<file path="config.mk">
export PLATFORM = sky130hd
export DESIGN_NAME = wbc_vic_prio
export DESIGN_NICKNAME = d
export VERILOG_FILES = /design/src/rtl/wbc_vic_prio.sv
export SDC_FILE = /design/constraint.sdc
export NUM_CORES = 1
export LEC_CHECK = 0
export ABC_AREA = 1
export BUFFER_PORTS_ARGS = -buffer_cell sky130_fd_sc_hd__buf_2
export CAP_MARGIN = 20
export CORE_ASPECT_RATIO = 1.1
export CORE_MARGIN = 3
export CORE_UTILIZATION = 40
export DETAILED_ROUTE_END_ITERATION = 8
export HOLD_SLACK_MARGIN = 0.06
export PLACE_DENSITY = 0.79
export SETUP_SLACK_MARGIN = 0.15
export SYNTH_ARGS = -nofsm -noshare
export SYNTH_HDL_FRONTEND = slang
export SYNTH_SLANG_ARGS = --single-unit
</file>
<file path="constraint.sdc">
create_clock -name wb_clk_i -period 1.26 [get_ports wb_clk_i]
set_input_delay 0.252 -clock wb_clk_i [delete_from_list [all_inputs] [get_ports wb_clk_i]]
set_output_delay 0.252 -clock wb_clk_i [all_outputs]
set_load 0.05 [all_outputs]
</file>
<file path="src/rtl/wbc_vic_prio.sv">
// ---------------------------------------------------------------------------
// wbc_vic_prio -- multi-level vectored interrupt controller
//
// Arbitrates N level-sensitive request lines. Each line has its own bus
// request level (BR4..BR7) and its own 16-bit vector. Requests at or below
// the processor priority are masked. The highest eligible level wins. Ties
// within a level go to the lowest index by default. With VIC_ROUND_ROBIN_EN
// defined, each level instead keeps a rotating pointer.
//
// Vector-fetch handshake (stb/ack):
//   wb_irq_o/wb_lev_o announce a pending request. The CPU raises wb_stb_i to
//   fetch the vector. The edge that samples wb_stb_i=1 while a request is
//   pending registers wb_dat_o, wb_ack_o and iack[winner] for exactly one
//   cycle. The CPU then drops wb_stb_i. The next request is not announced
//   until the controller has been back in IDLE for one cycle, so one strobe
//   can never see two acks.
//
// Ports:
//   wb_clk_i  in   1     system clock
//   wb_rst_i  in   1     asynchronous active-high reset
//   wb_irq_o  out  1     interrupt request to CPU
//   wb_lev_o  out  3     level of pending request (4..7), 0 when none
//   wb_dat_o  out  16    vector returned to CPU
//   wb_stb_i  in   1     CPU vector-fetch strobe
//   wb_ack_o  out  1     vector-valid acknowledge
//   cpu_pri   in   3     current processor priority
//   ivec      in   N*16  per-line vectors, line i = ivec[16i+15:16i]
//   ilev      in   N*2   per-line level, line i = 4 + ilev[2i+1:2i]
//   ireq      in   N     request lines, level-sensitive
//   iack      out  N     one-cycle grant pulse to the granted line
//
// Optional feature macro: VIC_ROUND_ROBIN_EN (per-level rotating tie-break)
// ---------------------------------------------------------------------------
module wbc_vic_prio #(
    parameter int N = 1
) (
    input  logic            wb_clk_i,
    input  logic            wb_rst_i,
    output logic            wb_irq_o,
    output logic [2:0]      wb_lev_o,
    output logic [15:0]     wb_dat_o,
    input  logic            wb_stb_i,
    output logic            wb_ack_o,
    input  logic [2:0]      cpu_pri,
    input  logic [N*16-1:0] ivec,
    input  logic [N*2-1:0]  ilev,
    input  logic [N-1:0]    ireq,
    output logic [N-1:0]    iack
);

    localparam int W = (N > 1) ? $clog2(N) : 1;

    typedef enum logic [1:0] {
        S_IDLE = 2'd0,
        S_REQ  = 2'd1,
        S_ACK  = 2'd2,
        S_WAIT = 2'd3
    } state_t;

    state_t          state_q;
    logic            irq_q;
    logic [2:0]      lev_q;
    logic [15:0]     dat_q;
    logic            ack_q;
    logic [N-1:0]    iack_q;
    logic [W-1:0]    nvec_q;

    // Per-level search start index (0 for fixed priority, pointer for RR)
    logic [W-1:0]    start_idx [4];

    logic [N-1:0]    elig;
    logic [3:0]      lvl_found;
    logic [W-1:0]    lvl_idx [4];
    logic            any_elig;
    logic [W-1:0]    win_idx;
    logic [1:0]      win_lev;
    logic [15:0]     grant_vec;
    logic [N-1:0]    grant_oh;

    // Line is eligible when its level (4 + ilev) is strictly above cpu_pri
    always_comb begin
        elig = '0;
        for (int i = 0; i < N; i++) begin
            elig[i] = ireq[i] && ({1'b1, ilev[2*i +: 2]} > cpu_pri);
        end
    end

    // For each level, find the first eligible line at or after that level's
    // start index, wrapping around.
    always_comb begin
        int j;
        j = 0;
        for (int l = 0; l < 4; l++) begin
            lvl_found[l] = 1'b0;
            lvl_idx[l]   = '0;
            for (int k = 0; k < N; k++) begin
                j = int'(start_idx[l]) + k;
                if (j >= N) begin
                    j = j - N;
                end
                if (!lvl_found[l] && elig[j] && (ilev[2*j +: 2] == 2'(l))) begin
                    lvl_found[l] = 1'b1;
                    lvl_idx[l]   = W'(j);
                end
            end
        end
    end

    // Highest populated level wins; ascending scan lets later levels override
    always_comb begin
        any_elig = 1'b0;
        win_idx  = '0;
        win_lev  = 2'd0;
        for (int l = 0; l < 4; l++) begin
            if (lvl_found[l]) begin
                any_elig = 1'b1;
                win_idx  = lvl_idx[l];
                win_lev  = 2'(l);
            end
        end
    end

    // Vector and one-hot grant for the frozen winner
    always_comb begin
        grant_vec = '0;
        grant_oh  = '0;
        for (int i = 0; i < N; i++) begin
            if (int'(nvec_q) == i) begin
                grant_vec   = ivec[16*i +: 16];
                grant_oh[i] = 1'b1;
            end
        end
    end

`ifdef VIC_ROUND_ROBIN_EN
    logic [W-1:0] ptr_q [4];
    logic [W-1:0] ptr_d;

    always_comb begin
        ptr_d = (int'(nvec_q) >= N - 1) ? '0 : nvec_q + W'(1);
        for (int l = 0; l < 4; l++) begin
            start_idx[l] = ptr_q[l];
        end
    end

    // lev_q holds 4+level while in REQ, so its low bits select the pointer
    always_ff @(posedge wb_clk_i or posedge wb_rst_i) begin
        if (wb_rst_i) begin
            for (int l = 0; l < 4; l++) begin
                ptr_q[l] <= '0;
            end
        end else if (state_q == S_REQ && wb_stb_i) begin
            ptr_q[lev_q[1:0]] <= ptr_d;
        end
    end
`else
    always_comb begin
        for (int l = 0; l < 4; l++) begin
            start_idx[l] = '0;
        end
    end
`endif

    always_ff @(posedge wb_clk_i or posedge wb_rst_i) begin
        if (wb_rst_i) begin
            state_q <= S_IDLE;
            irq_q   <= 1'b0;
            lev_q   <= 3'd0;
            dat_q   <= 16'd0;
            ack_q   <= 1'b0;
            iack_q  <= '0;
            nvec_q  <= '0;
        end else begin
            case (state_q)
                S_IDLE: begin
                    // A strobe arriving with nothing announced is ignored
                    if (any_elig && !wb_stb_i) begin
                        nvec_q  <= win_idx;
                        irq_q   <= 1'b1;
                        lev_q   <= {1'b1, win_lev};
                        state_q <= S_REQ;
                    end
                end
                S_REQ: begin
                    if (wb_stb_i) begin
                        // Winner is frozen from the last arbitration; late
                        // request changes no longer matter.
                        dat_q   <= grant_vec;
                        ack_q   <= 1'b1;
                        iack_q  <= grant_oh;
                        irq_q   <= 1'b0;
                        lev_q   <= 3'd0;
                        state_q <= S_ACK;
                    end else if (any_elig) begin
                        nvec_q  <= win_idx;
                        lev_q   <= {1'b1, win_lev};
                    end else begin
                        irq_q   <= 1'b0;
                        lev_q   <= 3'd0;
                        state_q <= S_IDLE;
                    end
                end
                S_ACK: begin
                    ack_q   <= 1'b0;
                    iack_q  <= '0;
                    state_q <= S_WAIT;
                end
                S_WAIT: begin
                    if (!wb_stb_i) begin
                        state_q <= S_IDLE;
                    end
                end
                default: begin
                    state_q <= S_IDLE;
                end
            endcase
        end
    end

    assign wb_irq_o = irq_q;
    assign wb_lev_o = lev_q;
    assign wb_dat_o = dat_q;
    assign wb_ack_o = ack_q;
    assign iack     = iack_q;

endmodule

</file>
==> impl_metrics.env, run 1 <==
export IMPL_status="finished clean"
export IMPL_grt_usage_pct=16.9
export IMPL_initial_utilization_pct=42.7
export IMPL_p_leak_nw=0.907
export IMPL_finalHoldViolCount=0
export IMPL_ys_seq_area_share_pct=58.7
export IMPL_place_gp_congestion=0.722
export IMPL_critical_path_max_fanout=3
export IMPL_fp_dieH_um=57.9
export IMPL_die_w_um=53.2
export IMPL_yosysTopAreaCellShare_pct=58.7
export IMPL_finalSetupViolations=0
export IMPL_grt_pass1_vias=926
export IMPL_drt_initial_drc_count=22
export IMPL_fin_nets=211
export IMPL_grt_max_degree=18
export IMPL_internal_power_w=0.00232
export IMPL_synth_distinct_cells=15
export IMPL_wl_um=2720
export IMPL_netlist_area_sq_um=981
export IMPL_async_flop_share_pct=100
export IMPL_crit_path_end_kind="output pin"
export IMPL_cts_root_buf="clkbuf_4"
export IMPL_hold_class="in -> reg"
export IMPL_vias=985
export IMPL_overflow=0
export IMPL_critPathLaunch="iack"
export IMPL_dp_slack_ns=-0.0255
export IMPL_areaGrowthSynthToFinish_pct=62.0
export IMPL_p_sw_share_pct=49.5
export IMPL_power_frac_clock_pct=7.3
export IMPL_ys_flop_type="dfrtp_1"
export IMPL_drcViolationCount=0
export IMPL_slew_viol_final=0
export IMPL_setup_worst_path_start_class="flop"
export IMPL_p_per_area_nw_per_um2=2890
export IMPL_layout_drive_gt1_share_pct=43.7
export IMPL_fin_ws_ns=0.101
export IMPL_place_inst=190
export IMPL_placementRows=18
export IMPL_antenna_cells=0
export IMPL_ant_nets=0
export IMPL_tightestPinTransition_ns=0.338
export IMPL_switching_power_w=0.00227
export IMPL_htreeDepth=1
export IMPL_cp_required_ns=1.01
export IMPL_peakVddDrop_mv=1.64
export IMPL_slowest_stage="dfrtp_2"
export IMPL_synth_edf_count=0
export IMPL_fin_skew_ns=0.00562
export IMPL_critPathBufInv=1
export IMPL_top_level_ports=47
export IMPL_hold_path_startpoint="ivec[3]"
export IMPL_ys_ff_latch=23
export IMPL_clockBufferDepth=2
export IMPL_yosysTopAreaCell="dfrtp_1"
export IMPL_cts_sinks=23
export IMPL_cap_violations=0
export IMPL_rsz0062_at_grt="yes"
export IMPL_port_buffers=46
export IMPL_fin_crit_ns=1.16
export IMPL_numCtsBuffers=3
export IMPL_critical_path_top_delay_family="flip-flops"
export IMPL_max_freq_mhz=863
export IMPL_power_frac_seq_pct=29.6
export IMPL_core_sq_um=2300
export IMPL_synthesis_nets=141
export IMPL_slowest_delay_ns=0.45
export IMPL_hpwl_um=1700
export IMPL_yosysWarnings=0
export IMPL_synth_area_leaders="dfrtp_1 (59%), nand2_1 (23%), inv_1 (3.1%)"
export IMPL_routedWlPerCell_um=12.8
export IMPL_clk_latency_ns=0.30
export IMPL_grt_pass1_wl_um=3870
export IMPL_syn_inst=114
export IMPL_max_slew_margin_rel_pct=77.4
export IMPL_arrival_ns=0.91
export IMPL_antenna_found_initial=0
export IMPL_cts_reportedPaths_clkPinSlew_ns=0.12
export IMPL_syn_avg_cell_area_sq_um=8.60
export IMPL_yosysMostFrequentCell="nand2_1"
export IMPL_dr_pass1_iters=4
export IMPL_die_area_sq_um=3080
export IMPL_finalCritPeriodShare_pct=92.0
export IMPL_final_cells=213
export IMPL_netlist_top_cells_count="nand2_1 (59), dfrtp_1 (23), inv_1 (8)"
export IMPL_crit_type="reg -> out"
export IMPL_cp_cell_sequence="buf_6"
export IMPL_viasPerCell=4.62
export IMPL_cts_tree="built"
export IMPL_comb_power_share_pct=63.1
[worst min-delay path: cells and delay by family]
family        cells  cell delay [ns]
simple gates      2             0.08
buf+inv           1             0.07
[metrics by stage]
step	power, W	cell area, sq um	setup TNS (ns)	hold WS [ns]	util, %
final	0.00459	1590	0	0.132	69.2
after global routing	0.00485	1590	0	0.122	69.2
after CTS	0.00429	1470	0	0.128	63.8
after detailed placement	0.00339	1250	-0.0439	0.221	54.4
after global placement	0.00333	1250	0	0.212	54.4
after floorplan	0.00291	982	0	0.254	-
[flip-flops by register name, summed over array words and instances, names as in the netlist, named ones only]
signal,count
iack,1
wb_lev_o,3
wb_irq_o,1
state_q,1
wb_dat_o,16
[metal layers]
metal / track usage (%) / part of all wire [%] / vias to the layer above
met4: 7.66 / 0.99 / 0
met1: 20.3 / 40 / 451
met5: 0 / 0 / -
li1: - / - / 489
met3: 3.86 / 5.5 / 4
met2: 28.4 / 54 / 41
[path summary, 6_finish.rpt]
path / end / slack, ns / depth (start not counted)
worst max-delay path: wb_ack_o / 0.10 / 1
worst min-delay path: wb_dat_o[3] / 0.13 / 3
worst max register to register: wb_lev_o[0] / 0.20 / 4
worst min register to register: wb_dat_o[15] / 0.51 / 2
max in group asynchronous: wb_dat_o[14] / 0.38 / 4
min in group asynchronous: wb_dat_o[6] / 0.44 / 3
[cell type report]
class | instances | area [sq um]
Tap cell | 30 | 37.5
Multi-Input combinational cell | 79 | 368
Timing Repair Buffer | 67 | 529
Clock buffer | 4 | 26.3
Inverter | 10 | 50.0
Sequential cell | 23 | 578
Fill cell | 192 | 708
[repair_timing]
| action | in CTS | in global routing |
|---|---|---|
| setup buffers | 6 | 10 |
| endpoints found under the hold margin | 7 | 0 |
| pin swaps | 0 | 1 |
| hold buffers | 1 | 0 |
| cloned | 0 | 2 |
| setup endpoints to repair | 25 | 42 |
| gates resized for setup | 44 | 11 |
[placed cells by master (no fill, tap or decap), types with 2 or more instances in the layout]
cell type and count:
buf_2 25, buf_4 18, buf_6 23, clkbuf_4 3, dfrtp_1 21, dfrtp_2 2
ha_1 2, inv_1 6, inv_2 3, nand2_1 58, nand3_1 4, nand3_4 2
nor2_1 7
[power by group through the flow]
stage | registers (W) | clock network (W) | logic (W)
floorplan | 0.00233 | 0 | 0.000571
global placement | 0.00127 | 0 | 0.00206
detailed placement | 0.00128 | 0 | 0.00211
CTS | 0.00133 | 0.000341 | 0.00262
global route | 0.00140 | 0.000375 | 0.00308
finish | 0.00136 | 0.000334 | 0.00290
[cells by family after synthesis]
logic type | after synthesis | share of synthesized area, %
buf+inv | 13 | 6.25
flops | 23 | 58.7
compound gates | 3 | 1.53
fa+ha+maj | 2 | 2.55
simple gates | 73 | 31.0
Note: power is estimated with default switching activity, not from simulation.
==> inputs of run 2 (changes only) <==
--- a/config.mk
+++ b/config.mk
@@ -8,12 +8,13 @@
 export ABC_AREA = 1
 export BUFFER_PORTS_ARGS = -buffer_cell sky130_fd_sc_hd__buf_2
 export CAP_MARGIN = 20
-export CORE_ASPECT_RATIO = 1.1
+export CORE_ASPECT_RATIO = 0.9
 export CORE_MARGIN = 3
 export CORE_UTILIZATION = 40
 export DETAILED_ROUTE_END_ITERATION = 8
 export HOLD_SLACK_MARGIN = 0.06
-export PLACE_DENSITY = 0.79
+export MAX_ROUTING_LAYER = met4
+export PLACE_DENSITY = 0.76
 export SETUP_SLACK_MARGIN = 0.15
 export SYNTH_ARGS = -nofsm -noshare
 export SYNTH_HDL_FRONTEND = slang
==> impl_metrics.env, run 2 (synthesized netlist as in run 1, its figures left out) <==
export IMPL_dr_pass1_iters=4
export IMPL_cts_root_buf="clkbuf_4"
export IMPL_grt_usage_pct=16.7
export IMPL_fp_dieH_um=53.0
export IMPL_areaGrowthSynthToFinish_pct=52.4
export IMPL_finalSetupViolations=0
export IMPL_placementRows=16
export IMPL_routedWlPerCell_um=11.3
export IMPL_core_sq_um=2260
export IMPL_fillers=200
export IMPL_layout_drive_gt1_share_pct=39.5
export IMPL_final_common_cell="nand2_1"
export IMPL_initial_utilization_pct=43.4
export IMPL_drcViolationCount=0
export IMPL_postLayoutCellArea_sq_um=1500
export IMPL_rsz0062_at_grt="yes"
export IMPL_place_gp_congestion=0.768
export IMPL_cts_tree="built"
export IMPL_max_slew_margin_rel_pct=81.3
export IMPL_slowest_stage="dfrtp_2"
export IMPL_die_w_um=58.2
export IMPL_viasPerCell=4.67
export IMPL_dp_slack_ns=-0.0250
export IMPL_whs_ns=0.139
export IMPL_numCtsBuffers=3
export IMPL_finalHoldViolCount=0
export IMPL_slowest_delay_ns=0.45
export IMPL_crit_type="reg -> out"
export IMPL_dpl_instance_area_sq_um=1240
export IMPL_cap_violations=0
export IMPL_fin_skew_ns=0.000861
export IMPL_critical_path_top_delay_family="flip-flops"
export IMPL_hold_class="in -> reg"
export IMPL_status="finished clean"
export IMPL_overflow=0
export IMPL_antenna_cells=0
export IMPL_fin_setup_tns_ns=0
export IMPL_mostFrequentLayoutCells="nand2_1 (58), buf_2 (24), buf_6 (23)"
export IMPL_fin_nets=200
export IMPL_critical_path_max_fanout=3
export IMPL_top_level_ports=47
export IMPL_crit_path_end_kind="output pin"
export IMPL_max_freq_mhz=869
export IMPL_cp_cell_sequence="buf_6"
export IMPL_fin_crit_ns=1.15
export IMPL_arrival_ns=0.90
export IMPL_cp_required_ns=1.01
export IMPL_p_leak_nw=0.858
export IMPL_port_buffers=46
export IMPL_grt_pass1_wl_um=3790
export IMPL_p_per_area_nw_per_um2=2890
export IMPL_clockBufferDepth=2
export IMPL_cts_reportedPaths_clkPinSlew_ns=0.12
export IMPL_hpwl_um=1630
export IMPL_drt_initial_drc_count=28
export IMPL_htreeDepth=1
export IMPL_largest_reg_flops=16
export IMPL_setup_worst_path_start_class="flop"
export IMPL_wl_um=2260
export IMPL_critPathBufInv=1
export IMPL_die_area_sq_um=3080
export IMPL_vias=930
export IMPL_antenna_found_initial=0
export IMPL_cts_sinks=23
export IMPL_place_inst=186
export IMPL_tightestPinTransition_ns=0.281
export IMPL_fin_ws_ns=0.109
export IMPL_final_cells=199
export IMPL_clk_latency_ns=0.29
export IMPL_grt_max_degree=24
export IMPL_slew_viol_final=0
export IMPL_ant_nets=0
export IMPL_peakVddDrop_mv=1.73
export IMPL_finalCritPeriodShare_pct=91.4
export IMPL_grt_pass1_vias=907
## run 2: layout make-up
cell class              instances  area, sq um  area share (%)
flip-flops and latches         23          577            38.6
well taps                      27         33.8            2.26
inverters                      10         42.5            2.85
clock inverters                 1         5.00           0.335
multi-input cells              78          358            23.9
clock buffers                   3         22.5            1.51
repair buffers                 57          457            30.5
## run 2: what timing repair did
item	CTS	global route
endpoints found under the setup margin	31	40
endpoints found under the hold margin	23	0
setup buffers	5	3
cloned	0	0
hold buffers	1	0
pin swaps	0	1
resized for setup	45	6
## run 2: worst paths after layout
| kind | startpoint | end | slack (ns) | depth (start not counted) |
|---|---|---|---|---|
| worst min register to register | wb_dat_o[9] | wb_dat_o[9] | 0.52 | 2 |
| max in group asynchronous | wb_rst_i | iack | 0.51 | 4 |
| worst max register to register | flop | wb_dat_o[10] | 0.20 | 5 |
| min in group asynchronous | wb_rst_i | wb_dat_o[9] | 0.52 | 4 |
| worst min-delay path | ivec[1] | wb_dat_o[1] | 0.14 | 3 |
| worst max-delay path | iack | iack | 0.11 | 1 |
## run 2: power breakdown
group	leakage, nW	internal, W	total [W]	switching [W]
Clock	0.0177	0.000118	0.000320	0.000201
Sequential	0.290	0.00108	0.00135	0.000271
Combinational	0.551	0.000968	0.00265	0.00169
Total	0.858	0.00216	0.00432	0.00216
## run 2: worst min-delay path, stage by stage
cell and delay [ns]:
buf_2 0.07, nand2_1 0.04, nand2_1 0.05
## run 2: per-stage QoR
step | power, W | utilization (%)
detailed placement | 0.00339 | 54.7
global placement | 0.00334 | 54.7
floorplan | 0.00291 | -
CTS | 0.00428 | 64.2
finish | 0.00432 | 66.1
global route | 0.00460 | 66.1
## run 2: layer usage
metal	track usage (%)	vias up	part of all wire, %
met1	21.3	426	43
met4	4.63	0	0.22
met2	28.0	43	50
met3	2.44	2	7.1
met5	-	-	0
li1	-	459	-
